**src/rtl/barrel_pkg.sv**
```systemverilog
`default_nettype none
// ============================================================================
// Module      : barrel_pkg
// Description : Shared constants and state type for the rolling barrel
//               sprite controller. Build macro BARREL_BOUNCE_EN adds the
//               RETURN state.
// Revision    : 1.0 - initial release
// ============================================================================
package barrel_pkg;

    // Sprite geometry and ROM layout
    localparam int SPR_W       = 20;
    localparam int SPR_H       = 21;
    localparam int SPR_FRAMES  = 4;
    localparam int FRAME_WORDS = 420;

    // Visible screen width in pixels
    localparam int SCREEN_W    = 640;

    // ROM colour that marks a see-through sprite pixel
    localparam logic [23:0] TRANSPARENT_RGB = 24'hffffff;

`ifdef BARREL_BOUNCE_EN
    // Right-hand turnaround column for the bouncing barrel
    localparam int BOUNCE_X_MAX = 620;

    typedef enum logic [1:0] {
        ST_IDLE   = 2'd0,
        ST_ROLL   = 2'd1,
        ST_RETURN = 2'd2
    } barrel_state_e;
`else
    typedef enum logic [1:0] {
        ST_IDLE   = 2'd0,
        ST_ROLL   = 2'd1
    } barrel_state_e;
`endif

endpackage : barrel_pkg
`default_nettype wire

```
**src/rtl/barrel_addr_gen.sv**
```systemverilog
`default_nettype none
// ============================================================================
// Module      : barrel_addr_gen
// Description : Combinational sprite hit test and barrel ROM address
//               generation (anim*420 + dy*20 + dx) using shift-add only.
// Revision    : 1.0 - initial release
// ============================================================================
module barrel_addr_gen
    import barrel_pkg::*;
(
    input  logic        active_i,
    input  logic [9:0]  x_i,
    input  logic [9:0]  y_i,
    input  logic [1:0]  anim_i,
    input  logic [9:0]  draw_x_i,
    input  logic [9:0]  draw_y_i,
    output logic        hit_o,
    output logic [13:0] rom_addr_o
);

    // Bounding box edges, 11 bits wide so x+19 near column 639 cannot wrap
    logic [10:0] w_x_lo;
    logic [10:0] w_x_hi;
    logic [10:0] w_y_lo;
    logic [10:0] w_y_hi;
    logic [10:0] w_dx;
    logic [10:0] w_dy;
    logic [13:0] w_anim_ext;
    logic [13:0] w_dy_ext;
    logic [13:0] w_anim_off;
    logic [13:0] w_row_off;
    logic [13:0] w_addr_sum;

    assign w_x_lo = {1'b0, x_i};
    assign w_x_hi = {1'b0, x_i} + 11'(SPR_W - 1);
    assign w_y_lo = {1'b0, y_i};
    assign w_y_hi = {1'b0, y_i} + 11'(SPR_H - 1);

    // Pixel lies inside the 20x21 sprite rectangle of an on-screen barrel
    assign hit_o = active_i
                 && ({1'b0, draw_x_i} >= w_x_lo) && ({1'b0, draw_x_i} <= w_x_hi)
                 && ({1'b0, draw_y_i} >= w_y_lo) && ({1'b0, draw_y_i} <= w_y_hi);

    // Offsets inside the sprite; only meaningful while hit_o is high
    assign w_dx = {1'b0, draw_x_i} - w_x_lo;
    assign w_dy = {1'b0, draw_y_i} - w_y_lo;

    assign w_anim_ext = {12'd0, anim_i};
    assign w_dy_ext   = {3'd0, w_dy};

    // 420 = 256 + 128 + 32 + 4 ; 20 = 16 + 4
    assign w_anim_off = (w_anim_ext << 8) + (w_anim_ext << 7)
                      + (w_anim_ext << 5) + (w_anim_ext << 2);
    assign w_row_off  = (w_dy_ext << 4) + (w_dy_ext << 2);
    assign w_addr_sum = w_anim_off + w_row_off + {3'd0, w_dx};

    // Address is forced to zero off-sprite so the ROM bus stays quiet
    assign rom_addr_o = hit_o ? w_addr_sum : 14'd0;

endmodule : barrel_addr_gen
`default_nettype wire

```
**src/rtl/barrel_sprite_ctrl.sv**
```systemverilog
`default_nettype none
// ============================================================================
// Module      : barrel_sprite_ctrl
// Description : Rolling barrel sprite. Frame-synchronous motion and
//               animation FSM plus a two-stage pixel pipeline that looks the
//               sprite up in an external synchronous ROM.
//               Optional build macro: BARREL_BOUNCE_EN (clamp at x=620 and
//               roll back left in a RETURN state).
// Revision    : 1.0 - initial release
// ============================================================================
module barrel_sprite_ctrl
    import barrel_pkg::*;
#(
    parameter logic [9:0] SPAWN_X  = 10'd0,
    parameter logic [9:0] SPAWN_Y  = 10'd100,
    parameter int         SPEED    = 2,
    parameter int         ANIM_DIV = 4
) (
    input  logic        Clk,
    input  logic        Reset_n,
    input  logic        frame_start,
    input  logic        spawn,
    input  logic [9:0]  DrawX,
    input  logic [9:0]  DrawY,
    input  logic [23:0] rom_data,
    output logic [13:0] rom_addr,
    output logic [9:0]  barrel_x,
    output logic [9:0]  barrel_y,
    output logic        active,
    output logic        pixel_valid,
    output logic [23:0] pixel_rgb
);

    // Step size in both widths used by the position arithmetic
    localparam logic [10:0] SPEED_W  = 11'(SPEED);
    localparam logic [9:0]  SPEED_X  = 10'(SPEED);
    // Divider value on which the animation frame advances
    localparam logic [2:0]  DIV_LAST = 3'(ANIM_DIV - 1);

    barrel_state_e state_q, state_d;
    logic [9:0]    x_q, x_d;
    logic [9:0]    y_q, y_d;
    logic [1:0]    anim_q, anim_d;
    logic [2:0]    div_q, div_d;

    logic          hit_dly_q;
    logic          pixel_valid_q;
    logic [23:0]   pixel_rgb_q;

    logic          w_hit;
    logic [10:0]   w_sum_fwd;
    logic          w_div_wrap;
    logic [2:0]    w_div_next;

    assign active     = (state_q != ST_IDLE);
    assign barrel_x   = x_q;
    assign barrel_y   = y_q;
    assign w_sum_fwd  = {1'b0, x_q} + SPEED_W;
    assign w_div_wrap = (div_q == DIV_LAST);
    assign w_div_next = w_div_wrap ? 3'd0 : (div_q + 3'd1);

    // State, position and animation registers; reset aborts any barrel
    always_ff @(posedge Clk or negedge Reset_n) begin
        if (!Reset_n) begin
            state_q <= ST_IDLE;
            x_q     <= 10'd0;
            y_q     <= 10'd0;
            anim_q  <= 2'd0;
            div_q   <= 3'd0;
        end else begin
            state_q <= state_d;
            x_q     <= x_d;
            y_q     <= y_d;
            anim_q  <= anim_d;
            div_q   <= div_d;
        end
    end

    // Next-state logic: movement only ever happens on frame_start
    always_comb begin
        state_d = state_q;
        x_d     = x_q;
        y_d     = y_q;
        anim_d  = anim_q;
        div_d   = div_q;

        case (state_q)
            ST_IDLE: begin
                // A spawn cycle only loads; a coincident frame_start is ignored
                if (spawn) begin
                    state_d = ST_ROLL;
                    x_d     = SPAWN_X;
                    y_d     = SPAWN_Y;
                    anim_d  = 2'd0;
                    div_d   = 3'd0;
                end
            end

            ST_ROLL: begin
                if (frame_start) begin
`ifdef BARREL_BOUNCE_EN
                    if (w_sum_fwd > 11'(BOUNCE_X_MAX)) begin
                        state_d = ST_RETURN;
                        x_d     = 10'(BOUNCE_X_MAX);
                        div_d   = w_div_next;
                        anim_d  = w_div_wrap ? (anim_q + 2'd1) : anim_q;
                    end else
`endif
                    if (w_sum_fwd >= 11'(SCREEN_W)) begin
                        // Barrel has left the screen; position is frozen
                        state_d = ST_IDLE;
                    end else begin
                        x_d    = w_sum_fwd[9:0];
                        div_d  = w_div_next;
                        anim_d = w_div_wrap ? (anim_q + 2'd1) : anim_q;
                    end
                end
            end

`ifdef BARREL_BOUNCE_EN
            ST_RETURN: begin
                if (frame_start) begin
                    if (x_q < SPEED_X) begin
                        state_d = ST_IDLE;
                    end else begin
                        x_d    = x_q - SPEED_X;
                        div_d  = w_div_next;
                        // Rolling left spins the barrel backwards
                        anim_d = w_div_wrap ? (anim_q - 2'd1) : anim_q;
                    end
                end
            end
`endif

            default: begin
                state_d = ST_IDLE;
            end
        endcase
    end

    barrel_addr_gen u_addr_gen (
        .active_i   (active),
        .x_i        (x_q),
        .y_i        (y_q),
        .anim_i     (anim_q),
        .draw_x_i   (DrawX),
        .draw_y_i   (DrawY),
        .hit_o      (w_hit),
        .rom_addr_o (rom_addr)
    );

    // Pixel pipeline: stage 1 aligns hit with rom_data, stage 2 drops
    // transparent texels and registers the colour
    always_ff @(posedge Clk or negedge Reset_n) begin
        if (!Reset_n) begin
            hit_dly_q     <= 1'b0;
            pixel_valid_q <= 1'b0;
            pixel_rgb_q   <= 24'd0;
        end else begin
            hit_dly_q     <= w_hit;
            pixel_valid_q <= hit_dly_q && (rom_data != TRANSPARENT_RGB);
            pixel_rgb_q   <= rom_data;
        end
    end

    assign pixel_valid = pixel_valid_q;
    assign pixel_rgb   = pixel_rgb_q;

endmodule : barrel_sprite_ctrl
`default_nettype wire

```
**config.mk**
```make
export PLATFORM = sky130hd
export DESIGN_NAME = barrel_sprite_ctrl
export DESIGN_NICKNAME = d
export VERILOG_FILES = /design/src/rtl/barrel_pkg.sv /design/src/rtl/barrel_addr_gen.sv /design/src/rtl/barrel_sprite_ctrl.sv
export SDC_FILE = /design/constraint.sdc
export NUM_CORES = 1
export LEC_CHECK = 0
export CAP_MARGIN = 30
export CORE_MARGIN = 2
export CORE_UTILIZATION = 51
export CTS_CLUSTER_DIAMETER = 100
export DETAILED_ROUTE_END_ITERATION = 16
export PLACE_DENSITY = 0.86
export REMOVE_ABC_BUFFERS = 1
export SKIP_LAST_GASP = 1
export SLEW_MARGIN = 20
export SYNTH_ARGS = -nofsm -noshare
export SYNTH_HDL_FRONTEND = slang
export SYNTH_HIERARCHICAL = 1
export SYNTH_SLANG_ARGS = --single-unit
export TNS_END_PERCENT = 50
```
**constraint.sdc**
```tcl
create_clock -name Clk -period 6.6 [get_ports Clk]
set_clock_uncertainty 0.05 [all_clocks]
set_input_delay 0.66 -clock Clk [delete_from_list [all_inputs] [get_ports Clk]]
set_output_delay 0.66 -clock Clk [all_outputs]
set_load 0.005 [all_outputs]
```
==> Word-level counts from Yosys, hierarchy flattened <==
Index checks and enable logic that the tools add are counted.
{ "classes": {"add_sub_neg": 13, "multipliers": 0, "div_mod_pow": 0, "magnitude_cmp": 5, "eq_ne": 8, "shifts": 0, "mux": 19, "n_bitwise": 0, "n_reduce_logical": 12} }
{ "op_table": {"columns": ["operator", "count"], "rows": [
  ["10-bit two-way mux", 3],
  ["24-bit != test, second input constant", 1],
  ["10-bit by 11-bit <= comparator with 1-bit output", 2],
  ["10-bit one-hot mux with 2 select lines", 1],
  ["14-bit by 11-bit adder with 14-bit output", 1],
  ["14-bit by 13-bit adder with 14-bit output", 1],
  ["14-bit adder", 1],
  ["14-bit by 4-bit adder with 14-bit output", 1],
  ["14-bit by 7-bit adder with 14-bit output", 1],
  ["14-bit two-way mux", 1],
  ["2-bit two-way mux", 7],
  ["3-bit two-way mux", 4],
  ["10-bit by 2-bit adder with 11-bit output, second input constant", 1],
  ["10-bit by 5-bit adder with 11-bit output, second input constant", 1],
  ["10-bit by 9-bit adder with 11-bit output", 1],
  ["11-bit by 10-bit greater-or-equal comparator with 1-bit output, second input constant", 1],
  ["10-bit by 10-bit subtractor with 11-bit output", 1],
  ["10-bit by 7-bit subtractor with 11-bit output", 1],
  ["10-bit greater-or-equal comparator", 1],
  ["10-bit by 7-bit greater-or-equal comparator with 1-bit output", 1],
  ["2-bit != test, second input constant", 5],
  ["7-bit by 5-bit adder with 8-bit output, second input constant", 1],
  ["2-bit one-hot mux with 2 select lines", 2],
  ["3-bit one-hot mux with 2 select lines", 1],
  ["11 further kinds", 16]
]} }
{ "word_totals": {"register_bits": 44, "latchBits": 0, "mem_bits_rw": 0, "mem_bits_ro": 0, "inputBits": 48, "elab_cells": 65, "mem_count": 0} }

==> Logic depth before layout (Yosys ltp) <==
Gate-level depths: netlist of run 1.
{ "logic_depth": {"word_depth": 6, "ltp_mapped": 20, "mapped_depth_nobuf": 20} }

==> Cells and area by module <==
The synthesis of run 1 kept the hierarchy.
{ "modules_own_cells": {"columns": ["module", "n_inst", "cells_per_inst", "area_each_um2", "seq_area_each_um2"], "rows": [
  ["barrel_addr_gen", 1, 315, 2617.5, 0.0],
  ["barrel_sprite_ctrl", 1, 142, 1742.9, 1051.0]
]} }

==> Worst setup path after synthesis of run 1 <==
OpenSTA, ideal clock, no wires.
{ "synth_timing": {"path_kind": "input to output", "start": "input port DrawX[1]", "end": "output port rom_addr[12]", "t_arrival_ps": 4485, "required_time_ps": 5890, "setup_slack_ps": 1405, "cell_stages": 16, "n_path_buf": 0, "cell_sequence": "fa_1 -> a21o_1 -> a21oi_1 -> o21bai_1 -> a21oi_1 -> xor2_1 -> fa_1 -> fa_1 -> inv_1 -> ha_1 -> a21o_1 -> a21oi_2 -> o21bai_1 -> a2111oi_1 -> nor3b_1 -> nor4b_2"} }
{ "synth_via": {"elab_chain_len": 6, "word_cells_on_any_way": 9, "classes_between": "2 x add/sub; 2 x order compare; 1 x mux; 4 x reduce/logical"} }
{ "synth_lines": {"columns": ["item", "line", "source"], "rows": [
  ["start, declared", "barrel_sprite_ctrl.sv:23", "input logic [9:0] DrawX,"],
  ["parallel branches: the longest is 5 deep, another holds 14-bit by 11-bit adder with 14-bit output", null, null],
  ["14-bit two-way mux *", "barrel_addr_gen.sv:58", "assign rom_addr_o = hit_o ? w_addr_sum : 14'd0;"],
  ["end, declared", "barrel_sprite_ctrl.sv:26", "output logic [13:0] rom_addr,"]
]} }
Every way passes the cells marked *.

==> Final worst setup path of run 1 <==
Same ends and word-level chain as after synthesis.

==> results of run 1 <==
-- layout make-up --
| class | instances | area [um^2] | share of cell area |
|---|---|---|---|
| Inverter | 59 | 221 | 0.0398 |
| Timing Repair Buffer | 100 | 1010 | 0.181 |
| Multi-Input combinational cell | 363 | 3070 | 0.551 |
| Clock buffer | 5 | 68.8 | 0.0124 |
| Clock inverter | 3 | 23.8 | 0.00427 |
| Sequential cell | 42 | 1050 | 0.189 |
| Tap cell | 105 | 131 | 0.0236 |
-- power groups by stage --
stage | Clock (W) | Combinational, W | Sequential, W
after floorplan | 0 | 0.00179 | 0.000368
after global placement | 0 | 0.00222 | 0.000382
after detailed placement | 0 | 0.00232 | 0.000384
after CTS | 0.000175 | 0.00234 | 0.000380
after global routing | 0.000185 | 0.00267 | 0.000392
final | 0.000170 | 0.00239 | 0.000382
-- worst min path at each step --
| stage | endpoint | startpoint | slack (ns) | cells past startpoint |
|---|---|---|---|---|
| floorplan | anim_q[0] | Reset_n | 0.31 | 0 |
| global placement | pixel_valid | hit_dly_q | 0.43 | 1 |
| detailed placement | pixel_valid | hit_dly_q | 0.41 | 1 |
| CTS | pixel_valid | hit_dly_q | 0.44 | 1 |
| global route | barrel_x[7] | Reset_n | 0.15 | 1 |
| finish | barrel_x[7] | Reset_n | 0.15 | 1 |
-- layout by cell type (no fill, tap or decap), types with 12 or more instances in the layout --
master	synthesis	final
sky130_fd_sc_hd__inv_1	59	59
sky130_fd_sc_hd__nor2_1	16	16
sky130_fd_sc_hd__nand2_1	23	23
sky130_fd_sc_hd__o21ai_0	12	12
sky130_fd_sc_hd__fa_1	18	18
sky130_fd_sc_hd__conb_1	1	27
sky130_fd_sc_hd__nand4_1	13	13
sky130_fd_sc_hd__xor2_1	12	12
sky130_fd_sc_hd__ha_1	59	59
sky130_fd_sc_hd__xnor2_1	24	24
sky130_fd_sc_hd__clkdlybuf4s50_1	0	98
sky130_fd_sc_hd__dfrtp_1	42	42
sky130_fd_sc_hd__a21oi_1	20	20
-- cells by family (layout without fill, tap and decap cells) --
| logic type | after synthesis | count (layout) | synth area share |
|---|---|---|---|
| AO/OA/AOI/OAI | 93 | 93 | 0.161 |
| XOR/XNOR | 37 | 37 | 0.0775 |
| adder cells (fa/ha/maj) | 77 | 77 | 0.252 |
| buffers and inverters | 78 | 167 | 0.0809 |
| flip-flops | 42 | 42 | 0.241 |
| multiplexers | 6 | 6 | 0.0164 |
| other | 1 | 27 | 0.000860 |
| AND/OR/NAND/NOR | 123 | 123 | 0.170 |
-- through the flow --
| stage | setup TNS (ns) | worst slack, ns |
|---|---|---|
| after floorplan | 0 | 1.41 |
| after global placement | 0 | 0.212 |
| after detailed placement | 0 | 0.124 |
| after CTS | 0 | 0.0936 |
| after global routing | -0.0704 | -0.0704 |
| final | 0 | 0.198 |
-- registers in the layout (all words and copies together), names as in the netlist --
register,flops
pixel_rgb,24
barrel_y,1
hit_dly_q,1
anim_q,2
barrel_x,9
div_q,3
pixel_valid,1
state_q,1
-- per-layer routing --
metal  up-vias  routed length [um]  part of all wire
met4         0                 210             0.021
met2       109                5200              0.52
li1       1810                   -                 -
met1      1739                4180              0.42
met3        17                 425             0.042
met5         -                   0                 0
-- worst register-to-register path, stage by stage, from the launching register on --
cell and delay, ns:
sky130_fd_sc_hd__dfrtp_1 0.47, sky130_fd_sc_hd__inv_1 0.16, sky130_fd_sc_hd__ha_1 0.25, sky130_fd_sc_hd__and3b_1 0.26, sky130_fd_sc_hd__o21a_1 0.19, sky130_fd_sc_hd__nand3_1 0.11, sky130_fd_sc_hd__xnor2_1 0.16, sky130_fd_sc_hd__ha_1 0.30
sky130_fd_sc_hd__nand4_1 0.12, sky130_fd_sc_hd__nor3_1 0.31, sky130_fd_sc_hd__a311oi_1 0.12, sky130_fd_sc_hd__o41ai_2 0.11, sky130_fd_sc_hd__o2111ai_4 0.41, sky130_fd_sc_hd__nor2_1 0.25
-- timing repair --
action,CTS,global route
buffers inserted,0,0
resized for setup,0,2
endpoints found under the setup margin,0,2
==> flow_summary.toml, run 1 <==
[power]
swShare = 0.488
cellPowerDensity_nw_per_um2 = 528
comb_power_share = 0.812
power.internal_w = 0.00150
worst_ir_drop_vdd_v = 0.000342
fin_total_pwr_w = 0.00294
leakage_nw = 2.52
share_clk_of_total_power = 0.058
flop_pwr_share = 0.130
switching_power_w = 0.00143

[layout]
area_delta_synth_final_pct = 27.7
final_cell_count_no_fill = 677
antenna-diode-count = 0
finish.instance_area_um2 = 5570
num-fill-cells = 652
fraction_of_the_core_area_covered_by_cells_at_the_end_of_the_flow = 0.674
drive_above_1_share = 0.0752
finish.net_count = 696

[clock_tree]
cts.path.max_buffers = 2
worstSkewPairLatency_ns = 0.30
cts_max_level = 2
postCtsHoldBufs = 0
clock_sinks = 42
clock_tree.root_cell = "sky130_fd_sc_hd__clkbuf_8"
tritoncts_clock_tree = "yes"
clk_transition_reported_paths_ns = 0.09
cts-buffers-inserted = 5

[synth]
netlist_instances = 457
synth.ff_latch_count = 42
synthesis.area_um2 = 4360
ys_top_cells_by_area = "sky130_fd_sc_hd__dfrtp_1, sky130_fd_sc_hd__ha_1, sky130_fd_sc_hd__fa_1"
synth.yosys.seq_area_share = 0.241
synth_top_area_frac = 0.241
synth_edf_count = 0
ys.flop_type = "sky130_fd_sc_hd__dfrtp_1"
synth.distinct_cells = 71
synthDominantAreaCellType = "sky130_fd_sc_hd__dfrtp_1"
async_reset_ff_frac = 1.00
synth_warnings = 6
synth_common_cells = "sky130_fd_sc_hd__ha_1, sky130_fd_sc_hd__inv_1, sky130_fd_sc_hd__dfrtp_1"
syn-mean-instance-area_um2 = 9.54

[drt]
drtPass1Iterations = 4
routed-via-count = 3675
antenna_left = 0
drt-initial-drc-count = 70
routed_wl_um = 10000
route.detailed.drc = 0
wire_per_inst_um = 14.8
route.detailed.vias_per_inst = 5.43

[global_routing]
gr-total-overflow = 0
use_met2 = 0.432
maximum_number_of_pins_on_one_net_before_global_route_repair = 43
grt_resource_usage_total = 0.223
busiest_layer = "met2"
routing_usage_on_met1 = 0.250
grt_antenna_before_repair = 0
grt_pass1_vias = 3653
gr-usage-met3 = 0.0303
grt_first_pass_wirelength_um = 16200

[worst_setup_path]
critical_path.max_stage_delay_ns = 0.54
ff2ff_setup_slack_ns = 3.25
critical_path_arrival_ns = 5.69
worst_setup_path_startpoint = "DrawX[1]"
cpMaxStageDelayCell = "sky130_fd_sc_hd__clkdlybuf4s50_1"
path_cells = "clkdlybuf4s50_1 > fa_1 > a21o_1 > a21oi_1 > o21bai_1 > a21oi_1 > xor2_1 > fa_1 > fa_1 > inv_1 > ha_1 > a21o_1 > a21oi_2 > o21bai_1 > a2111oi_2 > nor3b_1 > nor4b_2 > clkdlybuf4s50_1"
crit_path_end_kind = "output pin"
r2r.worst_path.cells = 13
worst-path-stages = 18
worstPathMaxFanout = 4
critPathRequiredTime_ns = 5.89
worst-setup-path-type = "input pin to output pin"
timing.rr.start = "barrel_x[1]"
critical-path-top-cell-by-count = "sky130_fd_sc_hd__fa_1"
timing.critical_path.buf_inv = 3
setup.worst_path.start_class = "input pin"
cp_top_family = "adder cells"
crit_end = "rom_addr[12]"
r2r-end = "hit_dly_q"

[place]
numPortBuffers = 99
dpl.hpwl_um = 8320
place_inst = 668
place_area_um2 = 5440
globalplace.congestion = 0.868

[sta]
setup_repair_after_global_routing_missed_its_margin = "yes"
setup-violations-final = 0
timing_max_transition_violations_final = 0
worstMarginPinSlew_ns = 0.918
slew_headroom = 0.388
finalHoldViolations = 0
layout_worst_path_cycle_share = 0.970
fmax_mhz = 156
holdWs_ns = 0.151
post-route-min-period_ns = 6.40

[floorplanning]
io_pins = 108
floorplan.die_area_um2 = 9310
start_util = 0.528
std_cell_rows = 33
placeableCoreArea_um2 = 8260
die_y_um = 96.5
die_width_um = 96.5

[min_path]
holdCritPathClass = "input pin to async pin"

[run]
timing.max_cap.violations = 0

[status]
run_status = "completed"
(Power assumes the default switching activity.)
==> run 2: changes to the inputs <==
--- a/config.mk
+++ b/config.mk
@@ -5,7 +5,6 @@
 export SDC_FILE = /design/constraint.sdc
 export NUM_CORES = 1
 export LEC_CHECK = 0
-export CAP_MARGIN = 30
 export CORE_MARGIN = 2
 export CORE_UTILIZATION = 51
 export CTS_CLUSTER_DIAMETER = 100
==> flow_summary.toml, run 2 (synthesis results as in run 1) <==
[drt]
antenna_left = 0
detail_route.wirelength.met1_um = 4110
route.detailed.vias_per_inst = 5.40
routed-via-count = 3652
routed_wl_um = 9990
drtPass1Iterations = 5
dr_wl_met2_um = 5220
wire_per_inst_um = 14.8
drt-initial-drc-count = 97
top_layer = "met4"
route.detailed.drc = 0
met3RoutedLength_um = 450

[floorplanning]
io_pins = 108
std_cell_rows = 33
start_util = 0.528
die_width_um = 96.5
die_y_um = 96.5
floorplan.die_area_um2 = 9310
placeableCoreArea_um2 = 8260

[sta]
slew_headroom = 0.386
fmax_mhz = 156
finalHoldViolations = 0
setup_repair_after_global_routing_missed_its_margin = "yes"
post-route-min-period_ns = 6.40
setup-violations-final = 0
timing_max_transition_violations_final = 0
final_critical_path_setup_slack_ns = 0.197
layout_worst_path_cycle_share = 0.970
worstMarginPinSlew_ns = 0.922

[global_routing]
grt_first_pass_wirelength_um = 16200
maximum_number_of_pins_on_one_net_before_global_route_repair = 43
grt_pass1_vias = 3653
gr-total-overflow = 0
grt_resource_usage_total = 0.223
grt_antenna_before_repair = 0

[layout]
most-common-layout-cells = "sky130_fd_sc_hd__clkdlybuf4s50_1, sky130_fd_sc_hd__inv_1, sky130_fd_sc_hd__ha_1, sky130_fd_sc_hd__dfrtp_1, sky130_fd_sc_hd__conb_1"
fraction_of_the_core_area_covered_by_cells_at_the_end_of_the_flow = 0.672
num-fill-cells = 654
layout.cells.most_common = "sky130_fd_sc_hd__clkdlybuf4s50_1"
final_cell_count_no_fill = 676
finish.instance_area_um2 = 5550
antenna-diode-count = 0
finish.net_count = 695
area_delta_synth_final_pct = 27.3
largest_reg_flops = 24
drive_above_1_share = 0.0736

[clock_tree]
clock_sinks = 42
postCtsHoldBufs = 0
cts-buffers-inserted = 5
worstSkewPairLatency_ns = 0.30
cts_setup_buffers = 0
clock_tree.root_cell = "sky130_fd_sc_hd__clkbuf_8"
clk_transition_reported_paths_ns = 0.09
tritoncts_clock_tree = "yes"
count_of_cells_resized_by_post_cts_repair = 0
cts_max_level = 2
cts.path.max_buffers = 2

[worst_setup_path]
critPathRequiredTime_ns = 5.89
timing.rr.start = "barrel_x[1]"
setup.worst_path.start_class = "input pin"
worstPathMaxFanout = 4
critical_path_arrival_ns = 5.69
worst-setup-path-type = "input pin to output pin"
crit_path_end_kind = "output pin"
ff2ff_setup_slack_ns = 3.26
r2r-end = "hit_dly_q"
r2r.worst_path.cells = 13

[place]
place_inst = 668
globalplace.congestion = 0.868
place_area_um2 = 5440
dpl_worst_slack_ns = 0.124
dpl.hpwl_um = 8320
numPortBuffers = 99

[status]
run_status = "completed"

[min_path]
holdCritPathClass = "input pin to async pin"

[power]
cellPowerDensity_nw_per_um2 = 529
leakage_nw = 2.51
worst_ir_drop_vdd_v = 0.000341

[run]
timing.max_cap.violations = 0
-- run 2: cell types whose count changed in the layout (fill, tap and decap cells not counted) --
cell                     previous run  this run
sky130_fd_sc_hd__buf_12             1         0
-- run 2: how the worst max path moves through the flow --
stage	startpoint	endpoint	slack, ns	cells past startpoint
6_report	DrawX[1]	rom_addr[12]	0.20	18
5_1_grt	DrawX[1]	rom_addr[12]	-0.07	18
4_1_cts	DrawX[1]	rom_addr[12]	0.09	18
3_5_place_dp	DrawX[1]	rom_addr[12]	0.12	18
3_3_place_gp	DrawX[1]	rom_addr[12]	0.21	18
2_1_floorplan	DrawX[1]	rom_addr[12]	1.41	16
-- run 2: report_power, final --
part           switching [W]  internal (W)
Combinational        0.00126       0.00113
Clock              0.0000944     0.0000756
Sequential         0.0000791      0.000302
-- run 2: area by class of cell --
cell class / count / area, um^2 / share of cell area
Clock inverter: 3 / 23.8 / 0.00428
Multi-Input combinational cell: 363 / 3070 / 0.553
Inverter: 59 / 221 / 0.0399
Clock buffer: 5 / 68.8 / 0.0124
Timing Repair Buffer: 99 / 986 / 0.178
Sequential cell: 42 / 1050 / 0.189
Tap cell: 105 / 131 / 0.0237
-- run 2: worst max-delay path: stages --
cell and delay (ns):
sky130_fd_sc_hd__clkdlybuf4s50_1 0.49, sky130_fd_sc_hd__fa_1 0.47, sky130_fd_sc_hd__a21o_1 0.20, sky130_fd_sc_hd__a21oi_1 0.22, sky130_fd_sc_hd__o21bai_1 0.10, sky130_fd_sc_hd__a21oi_1 0.22
sky130_fd_sc_hd__xor2_1 0.22, sky130_fd_sc_hd__fa_1 0.44, sky130_fd_sc_hd__fa_1 0.51, sky130_fd_sc_hd__inv_1 0.04, sky130_fd_sc_hd__ha_1 0.35, sky130_fd_sc_hd__a21o_1 0.21
sky130_fd_sc_hd__a21oi_2 0.17, sky130_fd_sc_hd__o21bai_1 0.12, sky130_fd_sc_hd__a2111oi_2 0.41, sky130_fd_sc_hd__nor3b_1 0.11, sky130_fd_sc_hd__nor4b_2 0.21, sky130_fd_sc_hd__clkdlybuf4s50_1 0.54
-- run 2: metrics by stage --
| stage | hold WS, ns | setup TNS, ns | total power [W] |
|---|---|---|---|
| detailed placement | 0.408 | 0 | 0.00270 |
| finish | 0.426 | 0 | 0.00294 |
| floorplan | 0.314 | 0 | 0.00216 |
| global placement | 0.428 | 0 | 0.00260 |
| global route | 0.468 | -0.0704 | 0.00324 |
| CTS | 0.442 | 0 | 0.00289 |
-- run 2: routing by layer --
metal,GRT usage,vias to the layer above
li1,-,1805
met1,0.250,1731
met2,0.432,99
met3,0.0303,17
met4,0.0716,0
met5,0,-
==> run 3: changes to the inputs <==
--- a/config.mk
+++ b/config.mk
@@ -5,6 +5,7 @@
 export SDC_FILE = /design/constraint.sdc
 export NUM_CORES = 1
 export LEC_CHECK = 0
+export ABC_CLOCK_PERIOD_IN_PS = 6600
 export CORE_MARGIN = 2
 export CORE_UTILIZATION = 51
 export CTS_CLUSTER_DIAMETER = 100
==> results of run 3 <==
No change in the layout: final DEF, timing and power equal those of run 2.
